===== config.mk =====
export PLATFORM = sky130hd
export DESIGN_NAME = mem_stage_flat
export DESIGN_NICKNAME = d
export VERILOG_FILES = /design/src/rtl/mem_stage_if.sv /design/src/rtl/mem_stage.sv /design/src/flat_wrapper.sv
export SDC_FILE = /design/constraint.sdc
export NUM_CORES = 1
export LEC_CHECK = 0
export CAP_MARGIN = 20
export CORE_AREA = 8 8 191 121
export CTS_CLUSTER_DIAMETER = 150
export DETAILED_ROUTE_END_ITERATION = 10
export DIE_AREA = 0 0 199 129
export GPL_ROUTABILITY_DRIVEN = 0
export PLACE_DENSITY = 0.76
export SYNTH_ARGS = -nofsm -noshare
export SYNTH_HDL_FRONTEND = slang
export SYNTH_SLANG_ARGS = --single-unit

===== constraint.sdc =====
create_clock -name clk -period 6.5 [get_ports clk]
set_input_delay 1.3 -clock clk [delete_from_list [all_inputs] [get_ports clk]]
set_output_delay 1.3 -clock clk [all_outputs]
set_load 0.02 [all_outputs]

===== src/rtl/mem_stage_if.sv =====
// Data-memory request/acknowledge bus between the memory stage and the data memory.
// The memory side may hold dmem_ack low for any number of cycles.
interface mem_stage_if #(
    parameter int DW = 32
);
    logic          dmem_req;
    logic          dmem_we;
    logic [DW-1:0] dmem_addr;
    logic [DW-1:0] dmem_wdata;
    logic [DW-1:0] dmem_rdata;
    logic          dmem_ack;

    modport master (
        output dmem_req, dmem_we, dmem_addr, dmem_wdata,
        input  dmem_rdata, dmem_ack
    );

    modport slave (
        input  dmem_req, dmem_we, dmem_addr, dmem_wdata,
        output dmem_rdata, dmem_ack
    );
endinterface


===== src/rtl/mem_stage.sv =====
// Memory-access pipeline stage: EX/MEM register, variable-latency load/store/call-push
// over the dmem handshake with an ack timeout, MEM/WB register and ALU-result forwarding.
module mem_stage #(
    parameter int DW          = 32,
    parameter int RW          = 4,
    parameter int ACK_TIMEOUT = 16
) (
    input  logic          clk,
    input  logic          rst,
    input  logic          ex_valid_i,
    input  logic [DW-1:0] alu_i,
    input  logic [DW-1:0] mem_addr_i,
    input  logic [DW-1:0] mem_data_i,
    input  logic [DW-1:0] ret_addr_i,
    input  logic [RW-1:0] reg_dest_i,
    input  logic          mem_wr_i,
    input  logic          wb_sel_i,
    input  logic          reg_wr_i,
    input  logic          call_i,
    output logic          stall_o,
    mem_stage_if.master   dmem,
    output logic          fwd_valid_o,
    output logic [DW-1:0] fwd_data_o,
    output logic [RW-1:0] fwd_dest_o,
    output logic          wb_valid_o,
    output logic [DW-1:0] wb_data_o,
    output logic [RW-1:0] wb_dest_o,
    output logic          wb_reg_wr_o,
    output logic          mem_err_o
);
    localparam int CW = $clog2(ACK_TIMEOUT + 1);

    typedef enum logic {IDLE, WAIT} state_t;

    state_t        state_q, state_d;
    logic [CW-1:0] cnt_q, cnt_d;

    logic          v_q;
    logic [DW-1:0] alu_q, mem_addr_q, mem_data_q, ret_addr_q;
    logic [RW-1:0] dest_q;
    logic          mem_wr_q, wb_sel_q, reg_wr_q, call_q;

    logic          wb_valid_q, wb_reg_wr_q, mem_err_q;
    logic [DW-1:0] wb_data_q;
    logic [RW-1:0] wb_dest_q;

    logic is_write, is_read, access, req, timeout_abort, stall, complete;

    assign is_write      = call_q | mem_wr_q;
    assign is_read       = wb_sel_q & ~is_write;
    assign access        = is_write | is_read;
    assign req           = v_q & access;
    assign timeout_abort = req & (state_q == WAIT) & ~dmem.dmem_ack
                           & (cnt_q >= CW'(ACK_TIMEOUT - 1));
    assign stall         = req & ~dmem.dmem_ack & ~timeout_abort;
    assign complete      = v_q & ~stall;

    assign stall_o          = stall;
    assign dmem.dmem_req    = req;
    assign dmem.dmem_we     = is_write;
    assign dmem.dmem_addr   = mem_addr_q;
    assign dmem.dmem_wdata  = call_q ? ret_addr_q : mem_data_q;

    assign fwd_valid_o = v_q & reg_wr_q & ~is_read & ~call_q;
    assign fwd_data_o  = alu_q;
    assign fwd_dest_o  = dest_q;

    assign wb_valid_o  = wb_valid_q;
    assign wb_data_o   = wb_data_q;
    assign wb_dest_o   = wb_dest_q;
    assign wb_reg_wr_o = wb_reg_wr_q;
    assign mem_err_o   = mem_err_q;

    // The counter includes the initial request cycle, so the first WAIT cycle already sees 1.
    always_comb begin
        state_d = state_q;
        cnt_d   = cnt_q;
        case (state_q)
            IDLE: begin
                cnt_d = '0;
                if (stall) begin
                    state_d = WAIT;
                    cnt_d   = CW'(1);
                end
            end
            WAIT: begin
                if (!stall) begin
                    state_d = IDLE;
                    cnt_d   = '0;
                end else begin
                    cnt_d = cnt_q + CW'(1);
                end
            end
            default: begin
                state_d = IDLE;
                cnt_d   = '0;
            end
        endcase
    end

    always_ff @(posedge clk or posedge rst) begin
        if (rst) begin
            state_q <= IDLE;
            cnt_q   <= '0;
        end else begin
            state_q <= state_d;
            cnt_q   <= cnt_d;
        end
    end

    always_ff @(posedge clk or posedge rst) begin
        if (rst) begin
            v_q        <= 1'b0;
            alu_q      <= '0;
            mem_addr_q <= '0;
            mem_data_q <= '0;
            ret_addr_q <= '0;
            dest_q     <= '0;
            mem_wr_q   <= 1'b0;
            wb_sel_q   <= 1'b0;
            reg_wr_q   <= 1'b0;
            call_q     <= 1'b0;
        end else if (!stall) begin
            v_q        <= ex_valid_i;
            alu_q      <= alu_i;
            mem_addr_q <= mem_addr_i;
            mem_data_q <= mem_data_i;
            ret_addr_q <= ret_addr_i;
            dest_q     <= reg_dest_i;
            mem_wr_q   <= mem_wr_i;
            wb_sel_q   <= wb_sel_i;
            reg_wr_q   <= reg_wr_i;
            call_q     <= call_i;
        end
    end

    // A timed-out access still retires so the pipeline drains, but never writes the register file.
    always_ff @(posedge clk or posedge rst) begin
        if (rst) begin
            wb_valid_q  <= 1'b0;
            wb_data_q   <= '0;
            wb_dest_q   <= '0;
            wb_reg_wr_q <= 1'b0;
            mem_err_q   <= 1'b0;
        end else begin
            mem_err_q <= mem_err_q | timeout_abort;
            if (complete) begin
                wb_valid_q  <= 1'b1;
                wb_dest_q   <= dest_q;
                wb_data_q   <= is_read ? dmem.dmem_rdata : alu_q;
                wb_reg_wr_q <= reg_wr_q & ~call_q & ~timeout_abort;
            end else begin
                wb_valid_q  <= 1'b0;
                wb_reg_wr_q <= 1'b0;
            end
        end
    end
endmodule


===== src/flat_wrapper.sv =====
// flat-port wrapper written by rule: the top's interface ports become plain ports
module mem_stage_flat 
#(
    parameter int DW          = 32,
    parameter int RW          = 4,
    parameter int ACK_TIMEOUT = 16
)
  (clk, rst, ex_valid_i, alu_i, mem_addr_i, mem_data_i, ret_addr_i, reg_dest_i, mem_wr_i, wb_sel_i, reg_wr_i, call_i, stall_o, fwd_valid_o, fwd_data_o, fwd_dest_o, wb_valid_o, wb_data_o, wb_dest_o, wb_reg_wr_o, mem_err_o, dmem_dmem_req, dmem_dmem_we, dmem_dmem_addr, dmem_dmem_wdata, dmem_dmem_rdata, dmem_dmem_ack);
  mem_stage_if #(.DW(DW)) dmem_i ();
  input  logic clk;
  input  logic rst;
  input  logic ex_valid_i;
  input  logic [DW-1:0] alu_i;
  input  logic [DW-1:0] mem_addr_i;
  input  logic [DW-1:0] mem_data_i;
  input  logic [DW-1:0] ret_addr_i;
  input  logic [RW-1:0] reg_dest_i;
  input  logic mem_wr_i;
  input  logic wb_sel_i;
  input  logic reg_wr_i;
  input  logic call_i;
  output logic stall_o;
  output logic fwd_valid_o;
  output logic [DW-1:0] fwd_data_o;
  output logic [RW-1:0] fwd_dest_o;
  output logic wb_valid_o;
  output logic [DW-1:0] wb_data_o;
  output logic [RW-1:0] wb_dest_o;
  output logic wb_reg_wr_o;
  output logic mem_err_o;
  output wire logic [$bits(dmem_i.dmem_req)-1:0] dmem_dmem_req;
  output wire logic [$bits(dmem_i.dmem_we)-1:0] dmem_dmem_we;
  output wire logic [$bits(dmem_i.dmem_addr)-1:0] dmem_dmem_addr;
  output wire logic [$bits(dmem_i.dmem_wdata)-1:0] dmem_dmem_wdata;
  input wire logic [$bits(dmem_i.dmem_rdata)-1:0] dmem_dmem_rdata;
  input wire logic [$bits(dmem_i.dmem_ack)-1:0] dmem_dmem_ack;
  assign dmem_dmem_req = dmem_i.dmem_req;
  assign dmem_dmem_we = dmem_i.dmem_we;
  assign dmem_dmem_addr = dmem_i.dmem_addr;
  assign dmem_dmem_wdata = dmem_i.dmem_wdata;
  assign dmem_i.dmem_rdata = dmem_dmem_rdata;
  assign dmem_i.dmem_ack = dmem_dmem_ack;
  mem_stage #(.DW(DW), .RW(RW), .ACK_TIMEOUT(ACK_TIMEOUT)) u_core (.clk(clk), .rst(rst), .ex_valid_i(ex_valid_i), .alu_i(alu_i), .mem_addr_i(mem_addr_i), .mem_data_i(mem_data_i), .ret_addr_i(ret_addr_i), .reg_dest_i(reg_dest_i), .mem_wr_i(mem_wr_i), .wb_sel_i(wb_sel_i), .reg_wr_i(reg_wr_i), .call_i(call_i), .stall_o(stall_o), .dmem(dmem_i), .fwd_valid_o(fwd_valid_o), .fwd_data_o(fwd_data_o), .fwd_dest_o(fwd_dest_o), .wb_valid_o(wb_valid_o), .wb_data_o(wb_data_o), .wb_dest_o(wb_dest_o), .wb_reg_wr_o(wb_reg_wr_o), .mem_err_o(mem_err_o));
endmodule

==> summary.txt <==
Logic synthesis
  • Leading cell types by count after synthesis: mux2_2, dfrtp_1, mux2_1
  • Largest area contributor in the synthesized netlist: dfrtp_1
  • Dominant cells by area after synthesis: dfrtp_1, mux2_2, mux2_1, buf_8, buf_6
  • Number of synthesized register bits: ~180
  • Share of synthesized flip-flops with an asynchronous set or reset: between 90% and 100%
  • Netlist area before placement: 7740 µm²
  • Synthesized net count: between 600 and 700
  • Synth Warn #: 0
  • Most used flip-flop cell after synthesis: dfrtp_1
  • Number of synthesized flops with an enable pin: 0
  • Avg Cell Area, Syn: 16.19 µm²
  • Share of the synthesized area in the top cell type: between 50% and 60%
  • Post-synthesis sequential area ratio: 58.84%
  • Post-synthesis cell type count: 28
  • Cell count after synthesis: 478
  • Most frequent cell after synthesis: mux2_2

Layout
  • Final net count: 963
  • Layout overhead on the synthesized area: 50.44%
  • Sequential cell area: 4556 µm²
  • Non-filler cells in the finished layout: roughly 1100
  • Total area of multi-input combinational cells: between 2000 and 3000 µm²
  • Final instance area: between 10000 and 15000 µm²
  • Fill cells: approximately 1700
  • Inserted Diodes: 0
  • Share of layout cells above drive strength 1: 32.96%

Floorplan
  • Area enclosed by the die boundary: between 20000 and 30000 µm²
  • Number of top-level design ports: approximately 320
  • Die width: 199 µm
  • Height of the die: ~130 µm
  • Number of rows created at floorplan: 41
  • Core area: 20370 µm²
  • Initial core utilization: between 30% and 40%

Route
  • Iteration-0 DRC count of the detailed router: between 150 and 200
  • Number of nets with antenna violations after detailed routing: 0
  • Routed Wire Length: 20520 µm
  • DRC violation count after routing: 0
  • Vias per inst: ~4.6
  • Routed vias: 4988
  • Number of optimization iterations in the first detailed-route pass: 4
  • WL per Instance: between 15 and 20 µm

Setup path
  • Worst path cell trace: clkdlybuf4s50_1 -> or2_4 -> a21oi_4 -> clkdlybuf4s50_1
  • Cell type with the highest occurrence count on the critical path: clkdlybuf4s50_1
  • Setup CP Type: in2out
  • Nature of the critical path endpoint: output pin
  • Buffers and inverters on the worst path: 2
  • Highest net fanout along the worst path: 3
  • Critical Path RT: between 5000 and 6000 ps
  • Slowest cell on crit path: clkdlybuf4s50_1
  • Cell class contributing the biggest share of worst-path delay: buffers and inverters
  • Critical Path Source Type: primary input
  • Delay of the slowest cell on the worst path: approximately 660 ps
  • Worst Path Arrival: roughly 2900 ps

Clock tree
  • Root buffer cell: clkbuf_16
  • Clock Latency Late Sink: between 400 and 500 ps
  • TritonCTS clock tree: done
  • H-tree levels: 4
  • Post-cts repair resize count: 0
  • Number of CTS-inserted buffers: 17
  • Sink Count: approximately 180
  • Hold Buf Count CTS: 0
  • Post-CTS setup-driven buffer insertion count: 0
  • Clk buf depth: 2
  • Clock slew at the register clock pins of the worst setup and hold paths: approximately 70 ps

Pwr
  • Areal power density over the cells: ~300 nW/µm²
  • Worst-case vdd ir drop: 0.2038 mV
  • P_leak: roughly 4.7 nW

STA
  • Post-route clock skew: 9.908 ps
  • Final setup TNS: 0 ps
  • Final hold violation count: 0
  • Slew at the pin closest to its max-slew limit: just over 1000 ps
  • Timing-limited maximum frequency: about 240 MHz
  • Final setup vio count: 0
  • Worst Setup Slack, final: 2295 ps
  • Ratio of final minimum period to clock period: around two thirds
  • Final count of pins violating max slew: 0
  • Worst slew margin relative to its limit: between 30% and 40%
  • Post-route minimum period: about 4200 ps
  • Setup repair after global routing missed its margin: no

Place
  • # port buffers: about 310
  • Setup Slack @ Placement: ~2300 ps
  • Placed Cells: about 1000
  • Total half-perimeter wirelength after legalization and detailed placement: around 15000 µm
  • Placed Instance Area: 11020 µm²

Global route
  • Met3 capacity usage during global routing: under 10%
  • Most Crowded Layer GR: met2
  • Pin count of the biggest net entering global routing: about 140
  • First-pass GRT wire length: between 30000 and 40000 µm
  • Number of antenna violations at the first check in global routing: 0
  • GRT Residual Overflow: 0
  • Number of global-route vias before repair: approximately 5500
  • Global routing met2 resource utilization: between 20 and 30%
  • Met1 layer usage reported by global route: roughly a fifth
  • Overall global routing resource usage: about 16%

Outcome
  • Result of the run: completed

Hold path
  • Kind of path behind the tightest hold check: reg2reg

Flow run
  • MaxCap Viol Count: 0
-- layer usage --
metal	wire length [µm]	part of all wire, %
met1	9110	44
met2	9532	46
met3	1606	7.8
met5	0	0
met4	267	1.3
-- layout make-up --
cell class	instances	area share, %
clock inverters	11	1.472
repair buffers	317	27.40
flip-flops and latches	182	39.13
inverters	7	0.2686
well taps	279	2.998
clock buffers	20	3.922
multi-input cells	264	24.81
-- flip-flops by register name (all words and copies together) (netlist names), 4 cells and up --
signal	cells
u_core.wb_dest_o	4
u_core.ret_addr_q	32
u_core.fwd_dest_o	4
u_core.fwd_data_o	32
u_core.dmem.dmem_addr	32
u_core.wb_data_o	32
u_core.mem_data_q	32
u_core.cnt_q	5
-- kinds of logic (layout without fill, tap and decap cells) --
logic type / count (synthesis) / in the layout / share of synthesized area [%]
buf+inv: 32 / 355 / 3.896
mux: 236 / 236 / 34.34
fa+ha+maj: 2 / 2 / 0.3233
flops: 182 / 182 / 58.84
compound gates: 8 / 8 / 1.342
simple gates: 17 / 17 / 1.148
xor+xnor: 1 / 1 / 0.1132
-- metrics by stage --
stage	utilization, %	power [mW]	hold WS [ps]
after global routing	57.17	3.595	509.2
final	57.17	3.442	484.3
after floorplan	-	1.902	473.6
after global placement	54.09	2.359	467.9
after detailed placement	54.09	2.371	480.8
after CTS	57.17	3.498	496.8
-- report_power, final --
group | switching [mW] | internal, mW
sequential | 0.0938 | 1.29
combinational | 0.417 | 0.537
clock | 0.439 | 0.665
total | 0.950 | 2.49
-- path summary, 6_finish.rpt --
path | from | slack [ps] | to | cells past startpoint
worst max register to register | u_core.call_q | 3630 | u_core.fwd_data_o[25] | 5
worst min-delay path | u_core.mem_err_o | 480 | u_core.mem_err_o | 1
max in group asynchronous | rst | 4100 | u_core.call_q | 3
worst max-delay path | dmem_dmem_ack | 2290 | stall_o | 4
worst min register to register | u_core.mem_err_o | 480 | u_core.mem_err_o | 1
min in group asynchronous | rst | 1400 | u_core.dmem.dmem_addr[21] | 2
-- layout by cell type, fill, tap and decap left out, drive strengths merged --
cell and count:
and3 2, nand3b 1, dfrtp 182, clkinvlp 2, bufinv 4, clkbuf 20
a211oi 1, nand2 1, mux2 236, a31o 1, nand3 1, clkdlybuf4s50 314
a211o 1, or2 3, or3 1, buf 3, ha 2, clkinv 3
nor2 8, a21oi 3, xnor2 1, inv 9, a2bb2oi 1, o31ai 1
Note: power is estimated with default switching activity, not from simulation.
